===== config.mk =====
export PLATFORM = sky130hd
export DESIGN_NAME = rs_slot
export DESIGN_NICKNAME = d
export VERILOG_FILES = /design/src/rtl/rs_slot.sv
export SDC_FILE = /design/constraint.sdc
export NUM_CORES = 1
export LEC_CHECK = 0
export ABC_CLOCK_PERIOD_IN_PS = 5840
export BUFFER_PORTS_ARGS = -buffer_cell sky130_fd_sc_hd__clkbuf_2
export CORE_ASPECT_RATIO = 1.75
export CORE_MARGIN = 5
export CORE_UTILIZATION = 50
export DETAILED_ROUTE_END_ITERATION = 8
export HOLD_SLACK_MARGIN = 0.15
export PLACE_DENSITY = 0.85
export SETUP_SLACK_MARGIN = 0.5
export SLEW_MARGIN = 15
export SYNTH_ARGS = -nofsm -noshare
export SYNTH_HDL_FRONTEND = slang
export SYNTH_SLANG_ARGS = --single-unit

===== constraint.sdc =====
create_clock -name clk -period 5.84 [get_ports clk]
set_input_delay 1.168 -clock clk [delete_from_list [all_inputs] [get_ports clk]]
set_output_delay 1.168 -clock clk [all_outputs]
set_load 0.005 [all_outputs]

===== src/rtl/rs_slot.sv =====
// rs_slot: single-entry reservation-station slot with two-port CDB operand wakeup.
// Latency: dispatch-to-issue 1 cycle, CDB wakeup-to-issue 1 cycle; with RS_FAST_ISSUE_EN
//          a dispatch with both operands ready can issue combinationally in the same cycle.
// Backpressure: issue_valid holds with stable issue_* until issue_ready; dispatches to an
//          occupied slot are dropped and flagged on disp_drop in the following cycle.
module rs_slot #(
  parameter int TAG_W = 5
) (
  input  logic             clk,
  input  logic             rst_n,
  input  logic             disp_valid,
  input  logic [75:0]      disp_data,
  output logic             empty,
  output logic             disp_drop,
  input  logic             cdb0_valid,
  input  logic [TAG_W-1:0] cdb0_tag,
  input  logic [31:0]      cdb0_value,
  input  logic             cdb1_valid,
  input  logic [TAG_W-1:0] cdb1_tag,
  input  logic [31:0]      cdb1_value,
  input  logic             flush,
  output logic             issue_valid,
  input  logic             issue_ready,
  output logic [31:0]      issue_rs1,
  output logic [31:0]      issue_rs2,
  output logic [4:0]       issue_rd,
  output logic [4:0]       issue_alu_ctrl
);

  typedef enum logic [1:0] {
    S_EMPTY = 2'd0,
    S_WAIT  = 2'd1,
    S_READY = 2'd2
  } state_t;

  state_t state;
  state_t state_nxt;

  // Stored instruction fields; an operand's vt holds its tag until valid, then its value.
  logic [31:0] rs1_vt;
  logic        rs1_v;
  logic [31:0] rs2_vt;
  logic        rs2_v;
  logic [4:0]  rd;
  logic [4:0]  alu_ctrl;
  logic        drop_q;

  // Dispatch payload unpacked.
  logic [31:0] d_rs1_vt;
  logic        d_rs1_v;
  logic [31:0] d_rs2_vt;
  logic        d_rs2_v;
  logic [4:0]  d_rd;
  logic [4:0]  d_alu_ctrl;

  assign d_rs2_vt   = disp_data[75:44];
  assign d_rs2_v    = disp_data[43];
  assign d_rs1_vt   = disp_data[42:11];
  assign d_rs1_v    = disp_data[10];
  assign d_rd       = disp_data[9:5];
  assign d_alu_ctrl = disp_data[4:0];

  // Wakeup source: the incoming payload while EMPTY (entry snoop), the stored fields otherwise.
  // One set of tag comparators therefore serves both the entry snoop and WAIT wakeup.
  logic [31:0] src1_vt;
  logic        src1_v;
  logic [31:0] src2_vt;
  logic        src2_v;
  logic        hit0_1, hit1_1, hit0_2, hit1_2;
  logic [31:0] wk1_vt;
  logic        wk1_v;
  logic [31:0] wk2_vt;
  logic        wk2_v;
  logic        both_rdy;

  // Operand wakeup against both CDB ports; port 0 takes precedence on a double match.
  always_comb begin
    src1_vt  = (state == S_EMPTY) ? d_rs1_vt : rs1_vt;
    src1_v   = (state == S_EMPTY) ? d_rs1_v  : rs1_v;
    src2_vt  = (state == S_EMPTY) ? d_rs2_vt : rs2_vt;
    src2_v   = (state == S_EMPTY) ? d_rs2_v  : rs2_v;

    hit0_1   = !src1_v && cdb0_valid && (cdb0_tag == src1_vt[TAG_W-1:0]);
    hit1_1   = !src1_v && cdb1_valid && (cdb1_tag == src1_vt[TAG_W-1:0]);
    hit0_2   = !src2_v && cdb0_valid && (cdb0_tag == src2_vt[TAG_W-1:0]);
    hit1_2   = !src2_v && cdb1_valid && (cdb1_tag == src2_vt[TAG_W-1:0]);

    wk1_vt   = hit0_1 ? cdb0_value : (hit1_1 ? cdb1_value : src1_vt);
    wk1_v    = src1_v | hit0_1 | hit1_1;
    wk2_vt   = hit0_2 ? cdb0_value : (hit1_2 ? cdb1_value : src2_vt);
    wk2_v    = src2_v | hit0_2 | hit1_2;
    both_rdy = wk1_v & wk2_v;
  end

  // Same-cycle bypass: a fully-ready dispatch into an empty slot can issue immediately.
  logic bypass;
`ifdef RS_FAST_ISSUE_EN
  assign bypass = (state == S_EMPTY) && disp_valid && !flush && both_rdy;
`else
  assign bypass = 1'b0;
`endif

  logic load;
  logic upd;

  // Next-state and field-update control; flush overrides everything else.
  always_comb begin
    state_nxt = state;
    load      = 1'b0;
    upd       = 1'b0;
    case (state)
      S_EMPTY: begin
        if (disp_valid) begin
          if (bypass && issue_ready) begin
            // Consumed straight off the dispatch bus; nothing is stored.
            state_nxt = S_EMPTY;
          end else begin
            load      = 1'b1;
            state_nxt = both_rdy ? S_READY : S_WAIT;
          end
        end
      end
      S_WAIT: begin
        upd = 1'b1;
        if (both_rdy) begin
          state_nxt = S_READY;
        end
      end
      S_READY: begin
        if (issue_ready) begin
          state_nxt = S_EMPTY;
        end
      end
      default: begin
        state_nxt = S_EMPTY;
      end
    endcase
    if (flush) begin
      state_nxt = S_EMPTY;
      load      = 1'b0;
      upd       = 1'b0;
    end
  end

  // State register.
  always_ff @(posedge clk or negedge rst_n) begin
    if (!rst_n) begin
      state <= S_EMPTY;
    end else begin
      state <= state_nxt;
    end
  end

  // Operand/field storage; fields are left untouched on issue and flush so outputs hold.
  always_ff @(posedge clk or negedge rst_n) begin
    if (!rst_n) begin
      rs1_vt   <= '0;
      rs1_v    <= 1'b0;
      rs2_vt   <= '0;
      rs2_v    <= 1'b0;
      rd       <= '0;
      alu_ctrl <= '0;
    end else begin
      if (load || upd) begin
        rs1_vt <= wk1_vt;
        rs1_v  <= wk1_v;
        rs2_vt <= wk2_vt;
        rs2_v  <= wk2_v;
      end
      if (load) begin
        rd       <= d_rd;
        alu_ctrl <= d_alu_ctrl;
      end
    end
  end

  // One-cycle pulse flagging a dispatch that hit an occupied slot (not raised during flush).
  always_ff @(posedge clk or negedge rst_n) begin
    if (!rst_n) begin
      drop_q <= 1'b0;
    end else begin
      drop_q <= disp_valid && !flush && (state != S_EMPTY);
    end
  end

  assign empty     = (state == S_EMPTY);
  assign disp_drop = drop_q;

  // Issue port: stored fields, or the snooped dispatch payload when bypassing.
  always_comb begin
    issue_valid    = (state == S_READY) || bypass;
    issue_rs1      = rs1_vt;
    issue_rs2      = rs2_vt;
    issue_rd       = rd;
    issue_alu_ctrl = alu_ctrl;
    if (bypass) begin
      issue_rs1      = wk1_vt;
      issue_rs2      = wk2_vt;
      issue_rd       = d_rd;
      issue_alu_ctrl = d_alu_ctrl;
    end
  end

endmodule


# --- After elaboration in Yosys (flattened, before gate mapping) ---
# Index checks and enable logic that the tools add are counted.
totals:
  inputBits: 157
  out_inout_bits: 77
  regBits: 79
classes:
  mux: 19
  n_reduce_logical: 21
  bitwise: 5
  n_eq_ne: 9
op_table:
  columns: ["cell", "count"]
  rows:
  - ["$mux 32", 6]
  - ["$eq 5x5->1", 4]
  - ["$logic_and 1x1->1", 10]
  - ["$mux 2", 5]
  - ["$mux 1", 7]
  - ["$ne 3x2->1 const B", 2]
  - ["$pmux 2 s3", 1]
  - ["$reduce_bool 3->1", 2]
  - ["$or 1x1->1", 4]
  - ["$reduce_and 2->1", 2]
  - ["$logic_not 1->1", 3]
  - ["$ne 3x3->1 const B", 1]
  - ["$reduce_and 3->1", 1]
  - ["$eq 2x1->1 const B", 1]
  - ["$eq 2x2->1 const B", 1]
  - ["$logic_not 2->1", 1]
  - ["$reduce_bool 2->1", 1]
  - ["$and 1x1->1", 1]
  - ["$logic_or 1x1->1", 1]

# --- Depth between registers and ports, before layout ---
# Gate-level depths: netlist (run 1).
depth:
  word_depth: 12
  depth_mapped: 13
  mapped_depth_nobuf: 8

# --- Worst setup path before layout (run 1) ---
# OpenSTA, ideal clock, no wires.
synth_timing:
  kind: "input -> register"
  startpoint: "input disp_data[10]"
  endpoint: "register rs1_vt[25] (netlist: issue_rs1[25])"
  setup_ps: 126
  cell_stages: 9
  arrival_time_ps: 2855
  setup_slack_ps: 2859
  n_path_buf: 2
  path_cell_list: "or3_1 a211oi_1 nor2_1 nor3_1 nand2b_1 buf_4 buf_4 a21oi_1 a221o_1"
synth_via:
  elab_chain_len: 6
  elab_cells_between_ends: 10
synth_lines:
  columns: ["item", "line_no", "source"]
  rows:
  - ["start: declaration", "12", "input logic [75:0] disp_data,"]
  - ["$mux 1 *", "79", "src1_v = (state == S_EMPTY) ? d_rs1_v : rs1_v;"]
  - ["$logic_not 1->1 *", "83, 84", null]
  - ["$logic_and 1x1->1 (on tied branches) (2 in series)", "83, 84", null]
  - ["$reduce_bool 3->1 (no source line) / $mux 32 (equally long branches)", null, null]
  - ["$reduce_and 2->1 (no source line) / $mux 32 (equally long branches)", null, null]
  - ["end signal: assignment", "165", "rs1_vt <= wk1_vt;"]
  - ["end: declaration", "40", "logic [31:0] rs1_vt;"]
# Every way passes the cells marked *; elsewhere a longest branch is shown, timed or not.
# A chain may end at the register's enable or synchronous reset.

# --- Worst setup path after layout (run 1) ---
layout_timing:
  startpoint: "register state[0]"
  endpoint: "register rs2_vt[9] (netlist: issue_rs2[9])"
layout_via:
  elab_chain_len: 7
  elab_cells_between_ends: 20
layout_lines:
  columns: ["item", "line_no", "source"]
  rows:
  - ["start: declaration", "36", "state_t state;"]
  - ["start signal: assignment", "150", "state <= state_nxt;"]
  - ["branches (longest 7 deep; another with $mux 32)", null, null]
  - ["end signal: assignment", "167", "rs2_vt <= wk2_vt;"]
  - ["end: declaration", "42", "logic [31:0] rs2_vt;"]
# Several ways; the timed one is not identified. The select of a mux whose other input is x is not followed.

==> results.cfg, run 1 <==
[status]
status = finished, final reports clean

[hold_path]
hold_depth = 2
hold_end = issue_rs2[27]
hp-class = flip-flop to flip-flop
hold_path.startpoint = issue_rs2[27]

[critical_path]
r2r-start = state[0]
crit_arrival_ns = 4.65
crit_required_ns = 6.05
endpoint_kind = flip-flop
cpMaxStageDelayCell = nor4_4
reg2reg_setup_slack_ns = 1.40
critPathMaxFanout = 40
rr_endpoint = issue_rs2[9]
cp_slowest_stage_delay_ns = 0.97
startpoint_type = flip-flop
crit_type = flip-flop to flip-flop
rr_worst_depth = 8
crit_chain = or2_1, inv_4, a2111oi_2, a221oi_1, nor4_4, o31ai_4, buf_4, o31ai_1

[sta]
post-route-period-util_pct = 75.9
final-max-slew-violation-count = 0
fmax_ghz = 0.225
worst_pin_slew_ns = 1.08
holdWs_ns = 0.480
slew_headroom_pct = 27.6
setup-tns-final_ns = 0
fin_worst_skew_ns = 0.00528
fin_crit_ns = 4.44
layout_setup_ws_ns = 1.40
setup_viol = 0
rsz0062_at_grt = false
hold_violations = 0

[synth]
syn_inst = 511
yosysTopAreaCellShare_pct = 40.9
synth_area_um2 = 4830
yosys.cell_types.count = 55
yosysSeqAreaShare_pct = 40.9
post-synth-top-count-cell = dfrtp_1
yosysTopAreaCell = dfrtp_1
synth_flop_cell = dfrtp_1
ys_ff_latch = 79
synth-edff-count = 0
synth_nets = 668
synth_commonest_cells = dfrtp_1, nand2_1, a21oi_1, nor2_1
async_flop_share_pct = 100
avgSynthCellArea_um2 = 9.45
yosysWarnings = 0
yosys-top-cells-area = dfrtp_1, a221o_1, a21oi_1

[clock_network]
cts.repair.resized = 0
cts_sinks = 79
clk_pin_slew_ns = 0.06
clk-insertion-delay-late_ns = 0.33
cts_root_buf = clkbuf_16
cts_setup_buffers = 0
ctsHoldBuffers = 0
max-clock-path-buffers = 2
cts_tree = built
htree_levels = 3
numCtsBuffers = 9

[die]
initial_core_util_pct = 51.0
rows = 47
core_um2 = 9470
die_area_um2 = 11800
dieHeight_um = 140
ios = 234
die_x_um = 84.3

[placed_design]
place_congestion = 0.993
numPlacedInstances = 835
dp_slack_ns = 1.50
dp_hpwl_um = 13400
io_buffers = 233

[detailed_routing]
drt-vias-per-instance = 6.27
wl_per_cell_um = 21.2
wl_um = 18000
drt_iter0_drc = 405
final_antenna_net_count = 0
remaining_drc_errors = 0
firstDrtPassIters = 5
vias = 5334

[global_routing]
grt_first_pass_wirelength_um = 28300
antenna_found_initial = 1
grt_pass1_vias = 5671
grt_max_degree = 80
grtUsageTotal_pct = 29.8
gr-total-overflow = 0

[job]
cap_violations = 0

[cells_and_area]
area_delta_synth_final_pct = 31.8
n_antenna_cell = 0
nets = 881
drive_gt1_share_pct = 40.7
layout.cells.non_filler = 851

[power]
p_leak_nw = 3.11
power_density_nw_per_um2 = 464
p_total_w = 0.00295
ir_worst_vdd_uv = 370
## how the worst max path moves through the flow
stage	startpoint	endpoint	depth (start not counted)
2_1_floorplan	disp_data[10]	issue_rs1[25]	9
3_3_place_gp	state[0]	issue_rs2[27]	8
3_5_place_dp	state[0]	issue_rs2[9]	8
4_1_cts	state[0]	issue_rs2[9]	8
5_1_grt	state[0]	issue_rs2[9]	8
6_report	state[0]	issue_rs2[9]	8
## worst max-delay path, delay by kind of cell, from the launching register on
kind	cells	cell delay [ns]
AO/OA/AOI/OAI	4	1.34
buffers and inverters	2	0.76
flip-flops	1	0.49
AND/OR/NAND/NOR	2	1.70
## sequential cells by signal, indices dropped and copies added, names as in the netlist
| register | cells |
|---|---|
| disp_drop | 1 |
| issue_alu_ctrl | 5 |
| issue_rd | 5 |
| issue_rs1 | 32 |
| issue_rs2 | 32 |
| rs1_v | 1 |
| rs2_v | 1 |
| state | 2 |
## stage by stage
| step | area (um2) | utilization (%) |
|---|---|---|
| after floorplan | 4830 | - |
| after global placement | 6000 | 63.4 |
| after detailed placement | 6000 | 63.4 |
| after CTS | 6360 | 67.2 |
| after global routing | 6360 | 67.2 |
| final | 6360 | 67.2 |
## final cells by class
class | count | area [um2]
Clock buffer | 11 | 233
Clock inverter | 5 | 129
Fill cell | 759 | 3100
Inverter | 14 | 55.1
Multi-Input combinational cell | 376 | 2570
Sequential cell | 79 | 1980
Tap cell | 122 | 153
Timing Repair Buffer | 244 | 1250
## cell usage in the layout (no fill, tap or decap), types with 9 or more instances in the layout
| cell | Yosys | routed |
|---|---|---|
| a21oi_1 | 48 | 48 |
| a221oi_2 | 15 | 15 |
| inv_1 | 13 | 13 |
| mux2_2 | 10 | 10 |
| xor2_1 | 13 | 13 |
| nand2_1 | 61 | 61 |
| a221oi_1 | 18 | 18 |
| clkbuf_16 | 0 | 9 |
| nand3_1 | 27 | 27 |
| nor2_1 | 47 | 47 |
| a221o_1 | 27 | 27 |
| clkbuf_2 | 0 | 232 |
| buf_4 | 4 | 12 |
| o31ai_1 | 26 | 26 |
| dfrtp_1 | 79 | 79 |
## logic make-up (layout without fill, tap and decap cells)
logic type | count (synthesis) | count (layout) | synth area share [%]
AOI/OAI and AO/OA | 178 | 178 | 30.0
and+or+nand+nor | 164 | 164 | 15.6
DFF | 79 | 79 | 40.9
buffers and inverters | 56 | 274 | 6.58
xor gates and xnor gates | 17 | 17 | 3.08
muxes | 17 | 17 | 3.78
## power breakdown
| group | switching [W] | internal [W] |
|---|---|---|
| registers | 0.000212 | 0.000811 |
| logic | 0.000665 | 0.000576 |
| clock network | 0.000227 | 0.000463 |
## layer usage
layer	GRT usage, %	up-vias	part of all wire (%)
li1	-	2344	-
met1	34.3	2498	34
met2	49.6	405	51
met3	7.34	85	9.9
met4	17.6	2	5.1
met5	0	-	0.067
Power figures use the tool's default switching activity.
==> run 2: changes to the inputs <==
- ABC_CLOCK_PERIOD_IN_PS: 5840 -> 4650
- CORE_UTILIZATION: 50 -> 47
- PLACE_DENSITY: 0.85 -> 0.8
- clock period: 5.84 -> 4.65 ns (I/O delays scaled with it)
==> results.cfg, run 2 (synthesis results as in run 1) <==
[critical_path]
crit_required_ns = 4.88
crit_arrival_ns = 4.02
endpoint_kind = flip-flop
crit_end = issue_rs2[29]
cp_num_cells = 11
cp_num_buf_inv = 4
reg2reg_setup_slack_ns = 0.86
critPathMaxFanout = 43
crit_chain = or2_1, inv_4, buf_4, nor2_1, o2111ai_1, nor4_4, buf_4, o31ai_4, buf_4, nand2_1, o31ai_1
rr_worst_depth = 11
path_delay_family = buffers and inverters
r2r-start = state[0]
startpoint_type = flip-flop
cpMaxStageDelayCell = or2_1
worstSetupStartpoint = state[0]
cpMostUsedCell = buf_4
cp_slowest_stage_delay_ns = 0.58
crit_type = flip-flop to flip-flop
rr_endpoint = issue_rs2[29]

[sta]
slew_headroom_pct = 31.4
worst_pin_slew_ns = 1.03
final-max-slew-violation-count = 0
hold_violations = 0
fin_crit_ns = 3.79
fmax_ghz = 0.264
setup-tns-final_ns = 0
rsz0062_at_grt = false
fin_worst_skew_ns = 0.00731
holdWs_ns = 0.480
post-route-period-util_pct = 81.4
setup_viol = 0

[power]
p_leak_nw = 3.12
power_density_nw_per_um2 = 578
p_total_w = 0.00369
ir_worst_vdd_uv = 311

[die]
die_x_um = 86.6
initial_core_util_pct = 47.5
ios = 234
core_um2 = 10200
rows = 49
die_area_um2 = 12500
dieHeight_um = 144

[clock_network]
clk-insertion-delay-late_ns = 0.33
cts_tree = built
ctsHoldBuffers = 0
cts_sinks = 79
max-clock-path-buffers = 2
cts_setup_buffers = 0
htree_levels = 3
cts.repair.resized = 0
numCtsBuffers = 9
cts_root_buf = clkbuf_16
clk_pin_slew_ns = 0.06

[detailed_routing]
remaining_drc_errors = 0
wl_per_cell_um = 21.3
drt-vias-per-instance = 6.18
vias = 5308
final_antenna_net_count = 0
wl_um = 18300
drt_iter0_drc = 410
firstDrtPassIters = 7

[job]
cap_violations = 0

[cells_and_area]
n_antenna_cell = 0
layout.cells.non_filler = 859
nFillCells = 876
final_cell_mix = clkbuf_2, dfrtp_1, nand2_1, a21oi_1, nor2_1
nets = 884
drive_gt1_share_pct = 41.0
area_delta_synth_final_pct = 32.0
final_core_util_pct = 62.6
final_common_cell = clkbuf_2

[hold_path]
hp-class = flip-flop to flip-flop

[placed_design]
place_congestion = 0.952
dp_hpwl_um = 13600
numPlacedInstances = 843
io_buffers = 233

[global_routing]
grt_first_pass_wirelength_um = 27800
gr-total-overflow = 0
antenna_found_initial = 0
grtUsageTotal_pct = 28.4
grt_pass1_vias = 5511
grt_max_degree = 80

[status]
status = finished, final reports clean
[run 2: cell types whose count changed in the layout (fill, tap and decap cells not counted), sizes merged]
cell / previous run / this run
clkinv: 0 / 1
bufinv: 4 / 3
buf: 12 / 15
[run 2: per-stage QoR]
| stage | cell area [um2] | setup slack [ns] |
|---|---|---|
| 3_5_place_dp | 6030 | 0.934 |
| 4_1_cts | 6370 | 0.917 |
| 3_3_place_gp | 6030 | 1.06 |
| 2_1_floorplan | 4830 | 1.91 |
| 5_1_grt | 6370 | 0.639 |
| 6_report | 6370 | 0.863 |
[run 2: final cells by class]
type | count | area, um2 | share of cell area [%]
Tap cell | 127 | 159 | 2.49
Inverter | 14 | 55.1 | 0.864
Sequential cell | 79 | 1980 | 31.0
Clock inverter | 5 | 104 | 1.63
Clock buffer | 11 | 243 | 3.81
Timing Repair Buffer | 247 | 1270 | 20.0
Multi-Input combinational cell | 376 | 2560 | 40.2
[run 2: worst min path at each step]
stage	startpoint	end	slack (ns)	cells past startpoint
after floorplan	rs1_v	rs1_v	0.44	2
after global placement	issue_rs2[9]	issue_rs2[9]	0.46	2
after detailed placement	issue_rs2[6]	issue_rs2[6]	0.47	2
after CTS	issue_rs2[6]	issue_rs2[6]	0.48	2
after global routing	issue_rs2[14]	issue_rs2[14]	0.51	2
final	issue_rs2[20]	issue_rs2[20]	0.48	2
[run 2: worst reg2reg max path: cells and delay by family, from the launching register on]
family,cells,cell delay (ns)
buffers and inverters,4,1.46
AND/OR/NAND/NOR,4,0.89
AO/OA/AOI/OAI,3,0.89
flip-flops,1,0.46
[run 2: metal layers]
layer	up-vias	GRT usage [%]	share of wire [%]
met4	0	15.4	4.7
met3	80	5.02	8.4
li1	2356	-	-
met2	370	50.4	53
met1	2502	31.6	34
met5	-	0	0
[run 2: power by group]
group	switching (W)	internal, W	total, W
Combinational	0.000849	0.000730	0.00158
Sequential	0.000265	0.00102	0.00128
Clock	0.000285	0.000541	0.000826
